$ cat config.mk
export PLATFORM = sky130hd
export DESIGN_NAME = player_anim_sequencer
export DESIGN_NICKNAME = d
export VERILOG_FILES = /design/src/rtl/player_anim_pkg.sv /design/src/rtl/player_anim_sequencer_tick_divider.sv /design/src/rtl/player_anim_sequencer.sv
export SDC_FILE = /design/constraint.sdc
export NUM_CORES = 1
export LEC_CHECK = 0
export CAP_MARGIN = 25
export CORE_ASPECT_RATIO = 1.25
export CORE_MARGIN = 5
export CORE_UTILIZATION = 49
export DETAILED_ROUTE_END_ITERATION = 7
export PLACE_DENSITY = 0.95
export SETUP_SLACK_MARGIN = 0.5
export SLEW_MARGIN = 20
export SYNTH_ARGS = -nofsm -noshare
export SYNTH_HDL_FRONTEND = slang
export SYNTH_SLANG_ARGS = --single-unit
$ cat constraint.sdc
create_clock -name frame_Clk -period 9.1 [get_ports frame_Clk]
set_input_delay 1.82 -clock frame_Clk [delete_from_list [all_inputs] [get_ports frame_Clk]]
set_output_delay 1.82 -clock frame_Clk [all_outputs]
set_load 0.02 [all_outputs]
$ cat src/rtl/player_anim_pkg.sv
// Shared types and default sheet layout constants for the player sprite animation path.
package player_anim_pkg;

    typedef enum logic [1:0] {
        ANIM_IDLE = 2'd0,
        ANIM_RUN  = 2'd1,
        ANIM_JUMP = 2'd2
    } anim_state_t;

    // Sheet layout: 24 x 45 words per frame, left sheet follows the right one.
    localparam int unsigned DEFAULT_FRAME_WORDS = 32'd1080;
    localparam int unsigned DEFAULT_RIGHT_BASE  = 32'd0;
    localparam int unsigned DEFAULT_LEFT_BASE   = 32'd20736;

    function automatic logic [31:0] frame_word_base(
        input logic [31:0] dir_base,
        input logic [31:0] seq_base,
        input logic [2:0]  frame,
        input logic [31:0] frame_words
    );
        return dir_base + ((seq_base + {29'd0, frame}) * frame_words);
    endfunction

endpackage

$ cat src/rtl/player_anim_sequencer_tick_divider.sv
// Tick counter that paces animation frames; hold has priority over clear.
module anim_tick_divider #(
    parameter int unsigned TICKS = 32'd6
) (
    input  logic clk,
    input  logic reset,
    input  logic clear,
    input  logic hold,
    output logic terminal
);

    localparam int unsigned CW = (TICKS > 32'd1) ? $clog2(TICKS) : 32'd1;
    localparam logic [CW-1:0] LAST = CW'(TICKS - 32'd1);

    logic [CW-1:0] count_r;

    // Count ticks, wrapping to zero on the terminal tick.
    always_ff @(posedge clk) begin
        if (reset) begin
            count_r <= '0;
        end else if (hold) begin
            count_r <= count_r;
        end else if (clear || terminal) begin
            count_r <= '0;
        end else begin
            count_r <= count_r + CW'(1);
        end
    end

    assign terminal = (count_r == LAST);

endmodule

$ cat src/rtl/player_anim_sequencer.sv
// Player sprite animation sequencer: motion FSM, frame stepping and the
// word base handed to the sprite address generator.
module player_anim_sequencer
    import player_anim_pkg::*;
#(
    parameter int unsigned FRAME_WORDS     = DEFAULT_FRAME_WORDS,
    parameter int unsigned RIGHT_BASE      = DEFAULT_RIGHT_BASE,
    parameter int unsigned LEFT_BASE       = DEFAULT_LEFT_BASE,
    parameter int unsigned IDLE_BASE       = 32'd0,
    parameter int unsigned RUN_BASE        = 32'd1,
    parameter int unsigned RUN_FRAMES      = 32'd6,
    parameter int unsigned JUMP_BASE       = 32'd7,
    parameter int unsigned JUMP_FRAMES     = 32'd4,
    parameter int unsigned TICKS_PER_FRAME = 32'd6
) (
    input  logic        frame_Clk,
    input  logic        Reset,
    input  logic        playerDirection,
    input  logic        moveReq,
    input  logic        airborne,
    input  logic        freeze,
    output logic [31:0] animationOffset,
    output logic [1:0]  animState,
    output logic [2:0]  frameIndex,
    output logic        frameStrobe
);

    anim_state_t state_r;
    anim_state_t next_state_s;
    anim_state_t target_s;
    logic [2:0]  frame_r;
    logic [2:0]  next_frame_s;
    logic [2:0]  last_frame_s;
    logic        dir_r;
    logic        next_dir_s;
    logic        strobe_r;
    logic        next_strobe_s;
    logic        change_s;
    logic        tick_clear_s;
    logic        terminal_s;
    logic [31:0] seq_base_s;
    logic [31:0] dir_base_s;

    // Target state from the motion inputs: airborne beats horizontal motion.
    always_comb begin
        target_s = ANIM_IDLE;
        if (airborne) begin
            target_s = ANIM_JUMP;
        end else if (moveReq) begin
            target_s = ANIM_RUN;
        end else begin
            target_s = ANIM_IDLE;
        end
    end

    assign change_s     = (target_s != state_r);
    assign tick_clear_s = change_s || (state_r == ANIM_IDLE);

    anim_tick_divider #(
        .TICKS (TICKS_PER_FRAME)
    ) u_tick (
        .clk      (frame_Clk),
        .reset    (Reset),
        .clear    (tick_clear_s),
        .hold     (freeze),
        .terminal (terminal_s)
    );

    // Last frame index of the sequence currently playing.
    always_comb begin
        case (state_r)
            ANIM_RUN:  last_frame_s = 3'(RUN_FRAMES - 32'd1);
            ANIM_JUMP: last_frame_s = 3'(JUMP_FRAMES - 32'd1);
            default:   last_frame_s = 3'd0;
        endcase
    end

    // Next-state and frame stepping; a state change wins over a terminal tick.
    always_comb begin
        next_state_s  = state_r;
        next_frame_s  = frame_r;
        next_dir_s    = dir_r;
        next_strobe_s = 1'b0;
        if (freeze) begin
            next_strobe_s = 1'b0;
        end else begin
            next_dir_s = playerDirection;
            if (change_s) begin
                next_state_s = target_s;
                next_frame_s = 3'd0;
            end else begin
                case (state_r)
                    ANIM_RUN, ANIM_JUMP: begin
                        if (terminal_s) begin
                            next_frame_s  = (frame_r == last_frame_s) ? 3'd0 : frame_r + 3'd1;
                            next_strobe_s = 1'b1;
                        end else begin
                            next_frame_s  = frame_r;
                        end
                    end
                    ANIM_IDLE: next_frame_s = 3'd0;
                    default: begin
                        next_state_s = ANIM_IDLE;
                        next_frame_s = 3'd0;
                    end
                endcase
            end
        end
    end

    // State, frame, direction and strobe registers.
    always_ff @(posedge frame_Clk) begin
        if (Reset) begin
            state_r  <= ANIM_IDLE;
            frame_r  <= 3'd0;
            dir_r    <= 1'b0;
            strobe_r <= 1'b0;
        end else begin
            state_r  <= next_state_s;
            frame_r  <= next_frame_s;
            dir_r    <= next_dir_s;
            strobe_r <= next_strobe_s;
        end
    end

    // Output decode of the registered state.
    always_comb begin
        case (state_r)
            ANIM_RUN:  seq_base_s = 32'(RUN_BASE);
            ANIM_JUMP: seq_base_s = 32'(JUMP_BASE);
            default:   seq_base_s = 32'(IDLE_BASE);
        endcase
        if (dir_r) begin
            dir_base_s = 32'(LEFT_BASE);
        end else begin
            dir_base_s = 32'(RIGHT_BASE);
        end
        animationOffset = frame_word_base(dir_base_s, seq_base_s, frame_r, 32'(FRAME_WORDS));
        animState       = state_r;
        frameIndex      = frame_r;
        frameStrobe     = strobe_r;
    end

endmodule

Word level (Yosys, flattened, before mapping)
Cells that the tools add are included.
Word-level totals
  input port bits: 6
  output and inout port bits: 38
  register bits: 10
Operators by class
  muxes and demuxes: 13
  $add $sub $neg: 4
  bitwise gates (word level): 2
  equal/unequal tests: 7
  multiply operators: 1
  reductions and logical operators: 8
Operators by type and width (number)
  32-bit by 3-bit adder with 32-bit output: 1
  32-bit adder: 1
  32-bit by 8-bit multiplier with 29-bit output, second input constant: 1
  15-bit 2-to-1 mux: 1
  3-bit 2-to-1 mux: 5
  3-bit case mux with 2 select lines: 2
  3-bit by 1-bit adder with 3-bit output, second input constant: 2
  2-bit 2-to-1 mux: 3
  2-bit AND reduction: 2
  4-bit OR reduction: 1
  3-bit equality test: 1
  3-bit equality test, second input constant: 1
  3-bit by 2-bit != test with 1-bit output, second input constant: 1
  3-bit OR reduction: 1
  2-bit by 1-bit equality test with 1-bit output, second input constant: 1
  2-bit equality test, second input constant: 1
  2-bit logical NOT: 1
  1-bit logical OR: 2
  1-bit 2-to-1 mux: 2
  2-bit by 1-bit != test with 1-bit output, second input constant: 1
  2-bit != test: 1
  1-bit NOT: 2
  2-bit OR reduction: 1

Logic depth before layout (Yosys ltp)
Gate-level depths: netlist (run 1).
  depth after elaboration: 7
  depth in mapped cells: 20

Hierarchy
From an unflattened synthesis (run 1), not the netlist that was laid out.
Unflattened totals
  cells, all modules: 160
  area, all modules: 1351.3 um2
Modules (own cells, without submodules)
  player_anim_sequencer: cells each 143, instances 1, area an instance 1186.1 um2
  anim_tick_divider: cells each 17, instances 1, area an instance 165.2 um2

Least setup slack after synthesis (run 1)
OpenSTA, ideal clock, no wires.
  path kind: register to output
  from: reg state_r[1] (netlist: animState[1])
  to: out animationOffset[13]
  stages on the path, launching flop included: 21
  path slack: 2.386 ns
  arrival time: 4.894 ns
  required time: 7.280 ns
  cell sequence: dfxtp_1 inv_1 ha_1 ha_1 ha_1 a21oi_1 xnor2_1 inv_1 ha_1 ha_1 fa_1 ha_1 fa_1 a21oi_1 nor2_1 xnor2_1 ha_1 nand2_1 nor3_1 a21oi_1 xnor2_1
On the way
  cells in the longest elaborated chain, start to end: 5
Ends and longest elaborated chain
  from (decl): line player_anim_sequencer.sv:28  | anim_state_t state_r;
  from (signal assigned): line player_anim_sequencer.sv:119  | state_r <= next_state_s;
  2-bit equality test / 2-bit by 1-bit equality test with 1-bit output (equally long branches): line player_anim_sequencer.sv:128  | case (state_r)
  3-bit case mux with 2 select lines (*): line player_anim_sequencer.sv:128
  32-bit by 3-bit adder with 32-bit output (*): line player_anim_pkg.sv:21  | return dir_base + ((seq_base + {29'd0, frame}) * frame_words);
  32-bit by 8-bit multiplier with 29-bit output (*): line player_anim_pkg.sv:21
  32-bit adder (*): line player_anim_pkg.sv:21
  to (decl): line player_anim_sequencer.sv:22  | output logic [31:0] animationOffset,
Mark *: on every way between the ends. The rest lies on a longest branch, timed or not.

Final worst setup path (run 1)
  from: reg state_r[1] (netlist: animState[1])
  to: out animationOffset[15]
The elaborated chain is that of the path after synthesis.

==> results.ini, run 1 <==
[run_status]
status = finished, final reports clean

[clocking]
cts_max_level = 1
post_cts_buffers = 0
ctsResizeCount = 0
holdBufCountCts = 0
cts_tree = built
ctsLongestPathBuffers = 2
cts_root_buf = clkbuf_4
clk_pin_slew_ns = 0.07
clock-sinks = 10
insertion_delay_ns = 0.27
cts_inserted_buffers = 3

[final_layout]
layout_common_cells = ha_1 (28), clkdlybuf4s50_1 (24), conb_1 (19)
multi_input_area_sq_um = 971
area_delta_synth_final_pct = 17.8
antennaDiodeCount = 0
regArea_sq_um = 200
nets = 211
layout-drive-gt1-share_pct = 5.20
design_area_sq_mm = 0.00154
final_util_pct = 58.4
final_common_cell = ha_1
n_fill_cell = 238

[global_routing]
antenna_found_initial = 0
grt_pass1_wl_mm = 3.89
grt.overflow.total = 0
grt_pass1_vias = 988
grt_max_degree = 14
grt.total_usage_pct = 12.7

[logic_synthesis]
netlist_instances = 149
yosysSeqAreaShare_pct = 15.4
yosysUniqueCellTypes = 38
ys_ff_latch = 10
syn_avg_cell_area_sq_um = 8.75
ys_warn_count = 0
synth_area_sq_mm = 0.00130

[placement]
place_hpwl_mm = 1.96
place_area_sq_mm = 0.00150
portBuffers = 24
gp_congestion = 0.805

[floorplanning]
dieArea_sq_mm = 0.00380
rows = 21
start_util_pct = 49.6
die_x_um = 56.1
die_h_um = 67.7
fp.coreArea_sq_mm = 0.00263
ioPinCount = 44

[sta]
setup_tns_ns = 0
finalSetupViolations = 0
timing.fmax_ghz = 0.131
fin_skew_ns = 0.00351
tightest_slew_ns = 0.625
drv_slew = 0
rsz0062_at_grt = false
hold_ws_ns = 0.510
period_needed_ns = 7.65
post-route-period-util_pct = 84.1
finalHoldViolations = 0
max_slew_margin_pct = 58.4

[min_path]
hp-class = reg2reg

[setup_path]
reg2reg_slack_ns = 6.75
slowest_delay_ns = 0.62
end_kind = output port
crit_chain = inv_1 -> ha_1 -> ha_1 -> ha_1 -> a21oi_1 -> xnor2_1 -> inv_1 -> ha_1 -> ha_1 -> fa_1 -> ha_1 -> fa_1 -> a21oi_1 -> nor2_1 -> xnor2_1 -> ha_1 -> nand2_1 -> nor3_1 -> a21oi_1 -> o21bai_1 -> clkdlybuf4s50_1
path_max_fanout = 9
r2r_start = animState[1]$_SDFFE_PP0P_
crit_arrival_ns = 5.83
r2r-end = frameIndex[2]$_SDFFE_PP0P_
path_depth = 21
cp.required_ns = 7.28
slowest_stage = clkdlybuf4s50_1
startpoint = animState[1]$_SDFFE_PP0P_
critPathTopFamily = adder cells
path_common_cell = ha_1
crit_end = animationOffset[15]
critical_path_buf_inv_count = 3
worst_r2r_path_depth = 7
crit_path_start_kind = flop
crit_type = reg2out

[power_and_ir_drop]
finalPower_uw = 140
pwr-share-seq_pct = 33.1
p_switching_uw = 49.5
p_leak_nw = 0.752
combPwrFrac_pct = 38.2
powerDensity_mw_per_mm2 = 91.0
clock_power_share_pct = 28.7
swShare_pct = 35.4
intPower_uw = 90.3
ir_drop_v = 0.0000670

[detailed_routing]
totalWireLength_mm = 2.33
avgRoutedWirePerCell_um = 11.3
vias = 1018
drtPass1Iterations = 4
drt-vias-per-instance = 4.92
drtAntennaViolNets = 0
drtIter0Drc = 13
drc_errors = 0

[flow_run]
maxCapViolCount = 0

metrics by stage:
| stage | worst slack (ns) | instances |
|---|---|---|
| finish | 1.45 | 207 |
| global route | 1.01 | 207 |
| CTS | 1.46 | 207 |
| detailed placement | 1.78 | 203 |
| global placement | 1.83 | 203 |
| floorplan | 2.39 | 167 |
worst reg2reg max path, stage by stage (launching register included):
cell and delay (ns):
dfxtp_1 0.53, inv_1 0.14, ha_1 0.39, ha_1 0.40, nand2_1 0.07, o2111ai_1 0.33
o22ai_1 0.13, a22o_1 0.24
synth_stat cells (all sizes together):
library cell,number,area (sq um)
nor4,1,6.26
xnor2,9,78.8
o21bai,1,7.51
nand3,2,10.0
a22o,1,8.76
a221oi,1,8.76
nand3b,1,7.51
conb,1,3.75
a31oi,2,27.5
a31o,1,8.76
fa,3,60.1
a21o,1,7.51
nor2b,1,6.26
a311oi,2,17.5
inv,12,45.0
nand2,13,48.8
o2111ai,1,8.76
o22ai,1,6.26
clkbuf,2,7.51
mux2,1,11.3
o21ai,3,15.0
a21oi,7,35.0
xor2,4,35.0
o31ai,1,21.3
dfxtp,10,200
or2,1,6.26
a32oi,1,8.76
buf,20,148
nor4b,2,17.5
mux2i,1,10.0
ha,28,350
nor2,9,33.8
nor3b,2,20.0
nand2b,1,6.26
nor3,2,10.0
power groups by stage:
stage / Sequential (mW) / Combinational (mW) / Clock, mW
2_1_floorplan: 0.0475 / 0.0421 / 0
3_3_place_gp: 0.0472 / 0.0528 / 0
3_5_place_dp: 0.0472 / 0.0534 / 0
4_1_cts: 0.0462 / 0.0538 / 0.0414
5_1_grt: 0.0465 / 0.0589 / 0.0433
6_report: 0.0462 / 0.0534 / 0.0401
metal layers:
metal | vias to the layer above | global-route usage [%] | wire [um]
li1 | 518 | - | -
met1 | 464 | 12.8 | 952
met2 | 31 | 25.3 | 1210
met3 | 5 | 1.15 | 124
met4 | 0 | 7.12 | 43
met5 | - | 0 | 0
sequential cells by signal, summed over array words and instances (netlist names):
| signal | count |
|---|---|
| u_tick.count_r | 3 |
| frameIndex | 3 |
| dir_r | 1 |
| frameStrobe | 1 |
| animState | 2 |
cell families (layout without fill, tap and decap cells):
kind of cell	after synthesis	count (layout)	share of synthesized area, %
flip-flops	10	10	15.4
AND/OR/NAND/NOR	35	35	13.2
AO/OA/AOI/OAI	23	23	13.9
adder cells (fa/ha/maj)	31	31	31.5
buffers and inverters	34	40	15.4
multiplexers	2	2	1.63
XOR/XNOR	13	13	8.73
other	1	19	0.288
final cells by class:
cell class / instances / share of cell area, %
timing repair buffer: 24 / 15.6
tap: 34 / 2.77
sequential: 10 / 13.0
clock buffer: 4 / 2.36
multi-input combinational: 123 / 63.2
inverter: 12 / 2.93
how the worst min path moves through the flow:
stage	to	cells past startpoint	start	slack [ns]
after floorplan	u_tick.count_r[2]$_SDFFE_PP0N_	2	u_tick.count_r[2]$_SDFFE_PP0N_	0.47
after global placement	u_tick.count_r[2]$_SDFFE_PP0N_	2	u_tick.count_r[2]$_SDFFE_PP0N_	0.48
after detailed placement	u_tick.count_r[1]$_SDFFE_PP0N_	2	u_tick.count_r[1]$_SDFFE_PP0N_	0.50
after CTS	u_tick.count_r[2]$_SDFFE_PP0N_	2	u_tick.count_r[2]$_SDFFE_PP0N_	0.51
after global routing	u_tick.count_r[0]$_SDFFE_PP0N_	2	u_tick.count_r[0]$_SDFFE_PP0N_	0.56
final	u_tick.count_r[2]$_SDFFE_PP0N_	2	u_tick.count_r[2]$_SDFFE_PP0N_	0.51
(Power assumes the default switching activity.)
==> run 2: changes to the inputs <==
CORE_UTILIZATION = 46   (was 49)
PLACE_DENSITY = 0.91   (was 0.95)
clock period = 7.9 ns   (was 9.1 ns; I/O delays follow)
==> run 2 against run 1 <==
Wire length is 9.0% higher. Power is 16% higher. Die area is 5.4% higher. Hold slack worse by 0.0093 ns. Clock-buffer cell count stayed put. Flip-flop and latch count stayed put. Critical path depth is 3 lower. Sequential power is 15% higher. Global-route usage is 0.37 points higher. Non-clock buffer count stayed put. Sequential share of layout area hardly changed. Combinational power is 17% higher.
==> results.ini, run 2 (same netlist as run 1, synthesis figures left out) <==
[run_status]
status = finished, final reports clean

[power_and_ir_drop]
powerDensity_mw_per_mm2 = 104
p_leak_nw = 0.813
ir_drop_v = 0.0000873

[setup_path]
crit_type = reg2out
path_max_fanout = 9
path_common_cell = ha_1
end_kind = output port
r2r-end = frameIndex[2]$_SDFFE_PP0P_
slowest_stage = clkdlybuf4s50_1
path_depth = 18
crit_chain = inv_1 -> ha_1 -> ha_1 -> ha_1 -> a21oi_1 -> xnor2_2 -> inv_1 -> ha_1 -> ha_1 -> fa_1 -> ha_1 -> fa_1 -> a21oi_1 -> nor2_1 -> xnor2_1 -> ha_1 -> xnor2_1 -> clkdlybuf4s50_1
r2r_start = animState[1]$_SDFFE_PP0P_
crit_path_start_kind = flop
worst_r2r_path_depth = 7
slowest_delay_ns = 0.63
cp.required_ns = 6.32
critical_path_buf_inv_count = 3
reg2reg_slack_ns = 5.71
critPathTopFamily = adder cells
crit_arrival_ns = 5.31

[floorplanning]
start_util_pct = 48.2
rows = 21
fp.coreArea_sq_mm = 0.00271
die_x_um = 57.6
die_h_um = 69.5
dieArea_sq_mm = 0.00401
ioPinCount = 44

[sta]
period_needed_ns = 6.89
tightest_slew_ns = 0.525
setup_tns_ns = 0
rsz0062_at_grt = false
finalHoldViolations = 0
post-route-period-util_pct = 87.2
finalSetupViolations = 0
drv_slew = 0
fin_skew_ns = 0.00798
max_slew_margin_pct = 64.9
timing.fmax_ghz = 0.145

[clocking]
cts_max_level = 1
holdBufCountCts = 0
cts_tree = built
cts_inserted_buffers = 3
post_cts_buffers = 0
ctsLongestPathBuffers = 2
clock-sinks = 10
clk_pin_slew_ns = 0.07
cts_root_buf = clkbuf_4
insertion_delay_ns = 0.27

[min_path]
min_to = u_tick.count_r[2]$_SDFFE_PP0N_
min-delay-start = u_tick.count_r[2]$_SDFFE_PP0N_
whs_path_depth = 2
hp-class = reg2reg

[global_routing]
antenna_found_initial = 0
grt.total_usage_pct = 13.0
grt_pass1_vias = 1037
grt_pass1_wl_mm = 4.28
grt_max_degree = 14
grt.overflow.total = 0

[final_layout]
multi_input_area_sq_um = 985
regArea_sq_um = 203
antennaDiodeCount = 0
final_common_cell = ha_1
design_area_sq_mm = 0.00156
layout_common_cells = ha_1 (28), clkdlybuf4s50_1 (21), conb_1 (19)
area_delta_synth_final_pct = 19.6
n_fill_cell = 265
layout-drive-gt1-share_pct = 7.51
nets = 211

[detailed_routing]
drt-vias-per-instance = 5.00
totalWireLength_mm = 2.54
drtPass1Iterations = 4
avgRoutedWirePerCell_um = 12.3
drtAntennaViolNets = 0
drtIter0Drc = 22
drc_errors = 0
vias = 1035

[placement]
place_area_sq_mm = 0.00150
gp_congestion = 0.790
portBuffers = 24
place_hpwl_mm = 2.12

[flow_run]
maxCapViolCount = 0

## run 2: metrics by stage
stage / hold slack (ns) / utilization [%] / std cells / setup slack [ns] / power, mW
finish: 0.501 / 57.6 / 207 / 1.01 / 0.162
global route: 0.519 / 57.6 / 207 / 0.669 / 0.172
CTS: 0.501 / 57.2 / 207 / 0.519 / 0.165
detailed placement: 0.493 / 55.4 / 203 / 0.764 / 0.117
global placement: 0.478 / 55.4 / 203 / 0.903 / 0.116
floorplan: 0.467 / - / 167 / 1.43 / 0.103
## run 2: routing by layer
metal / track usage [%] / wire [um] / up-vias
li1: - / - / 516
met1: 13.0 / 980 / 483
met2: 25.4 / 1360 / 30
met3: 1.30 / 137 / 6
met4: 6.44 / 68 / 0
met5: 0 / 0 / -
## run 2: where the power goes
group / internal, mW / switching [mW]
combinational: 0.0249 / 0.0378
clock: 0.0280 / 0.0183
sequential: 0.0515 / 0.00185
## run 2: worst max-delay path by stage
stage,start,to,slack [ns]
2_1_floorplan,animState[1]$_SDFFE_PP0P_,animationOffset[13],1.43
3_3_place_gp,animState[1]$_SDFFE_PP0P_,animationOffset[13],0.90
3_5_place_dp,animState[1]$_SDFFE_PP0P_,animationOffset[13],0.76
4_1_cts,animState[1]$_SDFFE_PP0P_,animationOffset[15],0.52
5_1_grt,animState[1]$_SDFFE_PP0P_,animationOffset[12],0.67
6_report,animState[1]$_SDFFE_PP0P_,animationOffset[12],1.01
## run 2: tightest hold or removal path, delay by kind of cell, from the launching register on
family	cells	cell delay [ns]
flip-flops	1	0.33
AND/OR/NAND/NOR	1	0.06
AO/OA/AOI/OAI	1	0.06
## run 2: cell type report
cell class,instances,area share [%]
multi-input cells,123,63.2
well taps,34,2.73
inverters,12,2.89
clock buffers,4,2.33
flip-flops and latches,10,13.0
repair buffers,24,15.9
## run 2: what timing repair did
action	CTS	global route
pin swaps	0	0
gates resized for setup	2	5
setup endpoints to repair	2	3
==> run 3: changes to the inputs <==
CAP_MARGIN = 20   (was 25)
==> results of run 3 <==
No change in the layout: final DEF, timing and power equal those of run 2.
==> RTL change 1 (flow settings as in run 3) <==
Change the parameter `TICKS_PER_FRAME` from 32'd6 to 32'd8.
--- a/src/rtl/player_anim_sequencer.sv
+++ b/src/rtl/player_anim_sequencer.sv
@@ -12,5 +12,5 @@
     parameter int unsigned JUMP_BASE       = 32'd7,
     parameter int unsigned JUMP_FRAMES     = 32'd4,
-    parameter int unsigned TICKS_PER_FRAME = 32'd6
+    parameter int unsigned TICKS_PER_FRAME = 32'd8
 ) (
     input  logic        frame_Clk,
Function: changed (a bounded check fails within 10 cycles, from zero or initial values and one cycle with Reset high).
==> RTL change 1 against run 3 <==
Sequential cell count is the same. Routed wire length grew 5.0%. Critical path depth shrank 1. Sequential share of layout area shrank 0.35 points. Design area grew 2.7%. Power grew 1.3%. Synthesized cell count grew 2.0%. Area after synthesis grew 4.0%. Hold slack lost 29 ps. Die area grew 3.4%. First-iteration DRC count shrank 45%. Worst setup slack lost 120 ps. Highest routed layer unchanged.
==> RTL change 1: results (changes against run 3) <==
.. list-table::
   :header-rows: 1

   * - Metric
     - Value
   * - Number of global-route vias before repair
     - 1010 (-2.6%)
   * - Ranking of synthesized cells by area
     - sky130_fd_sc_hd__ha_1 (26%), sky130_fd_sc_hd__dfxtp_1 (15%), sky130_fd_sc_hd__buf_4 (11%)
   * - Pleak
     - 0.8259 nW (+1.5%)
   * - Status
     - completed
   * - Final wirelength
     - 2671 µm (+5.0%)
   * - VDD IR max
     - 0.1304 mV (+49%)
   * - Cells on worst reg2reg path
     - 7 (unchanged)
   * - Count of cell types in the netlist
     - 43 (+13%)
   * - Quantity of I/O buffers inserted on ports
     - 24 (unchanged)
   * - Fraction of met1 tracks used by global routing
     - 0.1304 (+0.0006328)
   * - Total placed instance area
     - 1548 µm² (+3.3%)
   * - Fmax
     - 0.1427 GHz (-1.7%)
   * - Average wire length per cell after detail routing
     - 12.66 µm (+3.0%)
   * - R2r startpoint
     - animState[1]$_SDFFE_PP0P_
   * - HPWL after detailed placement
     - 2199 µm (+3.6%)
   * - CP arrival
     - 5430 ps (+120 ps)
   * - Proportion of layout cells with a drive suffix above 1
     - 0.08000 (+0.004855)
   * - FF-to-FF End
     - frameIndex[1]$_SDFFE_PP0P_
   * - Final net count
     - 213 (+0.95%)
   * - R2R setup slack
     - 5640 ps (-70 ps)
   * - Top cell types by occurrence after synthesis
     - sky130_fd_sc_hd__ha_1 (28), sky130_fd_sc_hd__buf_4 (19), sky130_fd_sc_hd__inv_1 (16), sky130_fd_sc_hd__dfxtp_1 (10), sky130_fd_sc_hd__a21oi_1 (9)
   * - Crit path max fanout
     - 11 (+2)
   * - Critical path endpoint
     - animationOffset[11]
   * - Clock input transition at the sequential cells of the worst setup and hold paths
     - 70 ps (about the same)
   * - Global routing usage on met2
     - 0.2360 (-0.01774)
   * - Total routing resource utilization after global routing
     - 0.1241 (-0.006226)
   * - Mapped Avg Cell Area
     - 8.923 µm² (+2.0%)
   * - Via count
     - 1053 (+1.7%)
   * - Placer's final routability congestion estimate
     - 0.7752 (-1.9%)
   * - Minimum setup slack after placement
     - 642.4 ps (-121.5 ps)
   * - Wire length of the first global-routing pass
     - 4119 µm (-3.9%)
   * - Final hold slack
     - 472.0 ps (-28.92 ps)
   * - Skew final
     - 1.667 ps (-6.309 ps)
   * - Number of inserted filler cells in the final layout
     - 263 (-0.75%)
   * - Violation count after the first detailed-route iteration
     - 12 (-45%)
   * - GR Util met3
     - 0.01642 (+0.003388)
   * - Sequential cell area fraction in the yosys report
     - 0.1476 (-0.005949)
   * - Largest net degree at the start of global routing
     - 12 (-2)
==> RTL change 1: cell type report <==
class / count / area, µm² / area share
clock buffer: 4 / 36.28 / 0.02266
multi-input combinational: 121 / 1010 / 0.6305
tap: 36 / 45.04 / 0.02812
inverter: 16 / 60.06 / 0.03750
sequential: 10 / 202.7 / 0.1266
timing repair buffer: 24 / 247.7 / 0.1547
==> RTL change 1: report_power, final <==
part           internal (mW)  total (mW)  leakage (nW)  switching [mW]
Clock                 0.0280      0.0469        0.0210          0.0189
Combinational         0.0260      0.0641         0.723          0.0381
Sequential            0.0515      0.0535        0.0819         0.00206
==> RTL change 1: how the worst min path moves through the flow <==
stage | end | startpoint | cells past startpoint
detailed placement | u_tick.count_r[0]$_SDFFE_PP0N_ | u_tick.count_r[0]$_SDFFE_PP0N_ | 2
global route | u_tick.count_r[0]$_SDFFE_PP0N_ | u_tick.count_r[0]$_SDFFE_PP0N_ | 2
finish | u_tick.count_r[0]$_SDFFE_PP0N_ | u_tick.count_r[0]$_SDFFE_PP0N_ | 2
global placement | u_tick.count_r[0]$_SDFFE_PP0N_ | u_tick.count_r[0]$_SDFFE_PP0N_ | 2
floorplan | u_tick.count_r[0]$_SDFFE_PP0N_ | u_tick.count_r[0]$_SDFFE_PP0N_ | 2
CTS | u_tick.count_r[0]$_SDFFE_PP0N_ | u_tick.count_r[0]$_SDFFE_PP0N_ | 2
==> RTL change 1: worst max-delay path, cell delays in order, from the launching register on <==
cell and delay, ps:
sky130_fd_sc_hd__dfxtp_2 460, sky130_fd_sc_hd__inv_1 100, sky130_fd_sc_hd__ha_1 380, sky130_fd_sc_hd__ha_1 250
sky130_fd_sc_hd__ha_1 180, sky130_fd_sc_hd__a21oi_1 210, sky130_fd_sc_hd__xnor2_2 200, sky130_fd_sc_hd__inv_1 120
sky130_fd_sc_hd__ha_1 310, sky130_fd_sc_hd__ha_1 220, sky130_fd_sc_hd__fa_1 460, sky130_fd_sc_hd__ha_1 250
sky130_fd_sc_hd__fa_1 400, sky130_fd_sc_hd__xor2_1 180, sky130_fd_sc_hd__ha_1 220, sky130_fd_sc_hd__nor4b_1 410
sky130_fd_sc_hd__xnor2_1 190, sky130_fd_sc_hd__clkdlybuf4s50_1 630
==> RTL change 1: cells by family after synthesis <==
group,Yosys count,synth area share
fa+ha+maj,31,0.3026
other cells,1,0.002765
mux,1,0.007380
flops,10,0.1476
buf+inv,39,0.1633
compound gates,22,0.1292
simple gates,36,0.1697
xor+xnor,12,0.07749
==> RTL change 1: repair_timing <==
action	4_1_cts	5_1_grt
setup endpoints to repair	2	3
hold endpoints to repair	0	0
resized for setup	3	3
==> RTL change 1: per-layer routing <==
layer | wire (µm) | part of all wire
met1 | 1039 | 0.39
met4 | 61 | 0.023
met5 | 0 | 0
met2 | 1417 | 0.53
met3 | 152 | 0.057
==> RTL change 2 (settings of run 3) <==
Made on the original files. Add an input register stage for `playerDirection`, `moveReq`, `airborne` and `freeze`, without a reset; this delays them by one clock.
--- a/src/rtl/player_anim_sequencer.sv
+++ b/src/rtl/player_anim_sequencer.sv
@@ -26,4 +26,16 @@
 );
 
+    logic playerDirection_q;
+    logic moveReq_q;
+    logic airborne_q;
+    logic freeze_q;
+
+    always_ff @(posedge frame_Clk) begin
+        playerDirection_q <= playerDirection;
+        moveReq_q         <= moveReq;
+        airborne_q        <= airborne;
+        freeze_q          <= freeze;
+    end
+
     anim_state_t state_r;
     anim_state_t next_state_s;
@@ -45,7 +57,7 @@
     always_comb begin
         target_s = ANIM_IDLE;
-        if (airborne) begin
+        if (airborne_q) begin
             target_s = ANIM_JUMP;
-        end else if (moveReq) begin
+        end else if (moveReq_q) begin
             target_s = ANIM_RUN;
         end else begin
@@ -63,5 +75,5 @@
         .reset    (Reset),
         .clear    (tick_clear_s),
-        .hold     (freeze),
+        .hold     (freeze_q),
         .terminal (terminal_s)
     );
@@ -82,8 +94,8 @@
         next_dir_s    = dir_r;
         next_strobe_s = 1'b0;
-        if (freeze) begin
+        if (freeze_q) begin
             next_strobe_s = 1'b0;
         end else begin
-            next_dir_s = playerDirection;
+            next_dir_s = playerDirection_q;
             if (change_s) begin
                 next_state_s = target_s;
Behaviour: not the same (a bounded check fails within 4 cycles, from zero or initial values and one cycle with Reset high).
==> RTL change 2 against run 3 <==
Worst setup slack worse by 3.1 ps. Combinational power about the same. Non-clock buffer count did not move. Register-to-register slack got worse by 40 ps. Design area is 6.6% higher. Routed wire length grew 8.6%. Clock skew is 4.6 ps lower. Sequential cell count rose by 4. Area after synthesis increased by 8.2%. Power is 18% higher. Sequential power grew 44%. Critical path type unchanged.
==> RTL change 2: results (changes against run 3) <==
.. list-table::
   :header-rows: 1

   * - Metric
     - Value
   * - Status
     - completed
   * - Sequential fraction of design power
     - 0.402 (+0.074)
   * - Proportion of layout cells with a drive suffix above 1
     - 0.07222 (-0.002922)
   * - Min-delay src
     - playerDirection_q$_DFF_P_
   * - Clock network power
     - 51.6 µW (+11%)
   * - Via density per instance
     - 5.028 (+0.56%)
   * - Int Pwr
     - 126.7 µW (+21%)
   * - Number of standard cells after synthesis
     - 156 (+4.7%)
   * - Violation count after the first detailed-route iteration
     - 7 (-68%)
   * - X dimension of the die
     - 59.52 µm (+3.3%)
   * - Share of the final layout cell area in multi-input gates
     - 0.6024 (-0.02921)
   * - Number of cells in the design after placement
     - 212 (+4.4%)
   * - Sink of the worst hold path
     - dir_r$_SDFFE_PP0N_
   * - Fraction of synthesized cell area taken by the top area cell type
     - 0.2484 (-0.02027)
   * - Total placed instance area
     - 1608 µm² (+7.3%)
   * - Number of global-route vias before repair
     - 1029 (-0.77%)
   * - Count of cell types in the netlist
     - 37 (-2.6%)
   * - Skew final
     - 3.419 ps (-4.557 ps)
   * - Pleak
     - 0.8501 nW (+4.5%)
   * - R2R setup slack
     - 5670 ps (-40 ps)
   * - Signal buf overhead
     - 0.1491 (-0.009811)
   * - Placer's final routability congestion estimate
     - 0.8212 (+3.9%)
   * - Largest net degree at the start of global routing
     - 15 (+1)
   * - Final hold slack
     - 471.6 ps (-29.31 ps)
   * - Final net count
     - 218 (+3.3%)
   * - Sequential cell area fraction in the yosys report
     - 0.1988 (+0.04521)
RTL change 2: cell count changes in the layout (fill, tap and decap cells not counted), sizes merged, moves of 2 or more:
cell    before  now
a21oi        7   10
a311oi       2    0
and3b        0    2
dfxtp       10   14
nand2       13    8
nand4        0    4
nor2         9    6
o211ai       0    3
xnor2        9    7
xor2         4    7
RTL change 2: routing by layer:
layer | global-route usage | share of wire | vias to the layer above
met5 | 0 | 0 | -
met4 | 0.06650 | 0.017 | 0
met3 | 0.01779 | 0.047 | 4
met2 | 0.2454 | 0.54 | 26
met1 | 0.1387 | 0.39 | 512
li1 | - | - | 544
RTL change 2: cell families after synthesis:
family                   synth area share
AND/OR/NAND/NOR                    0.1482
buffers and inverters              0.1446
adder cells (fa/ha/maj)            0.2910
AO/OA/AOI/OAI                      0.1207
XOR/XNOR                          0.08696
flip-flops                         0.1988
other                            0.002659
multiplexers                     0.007099
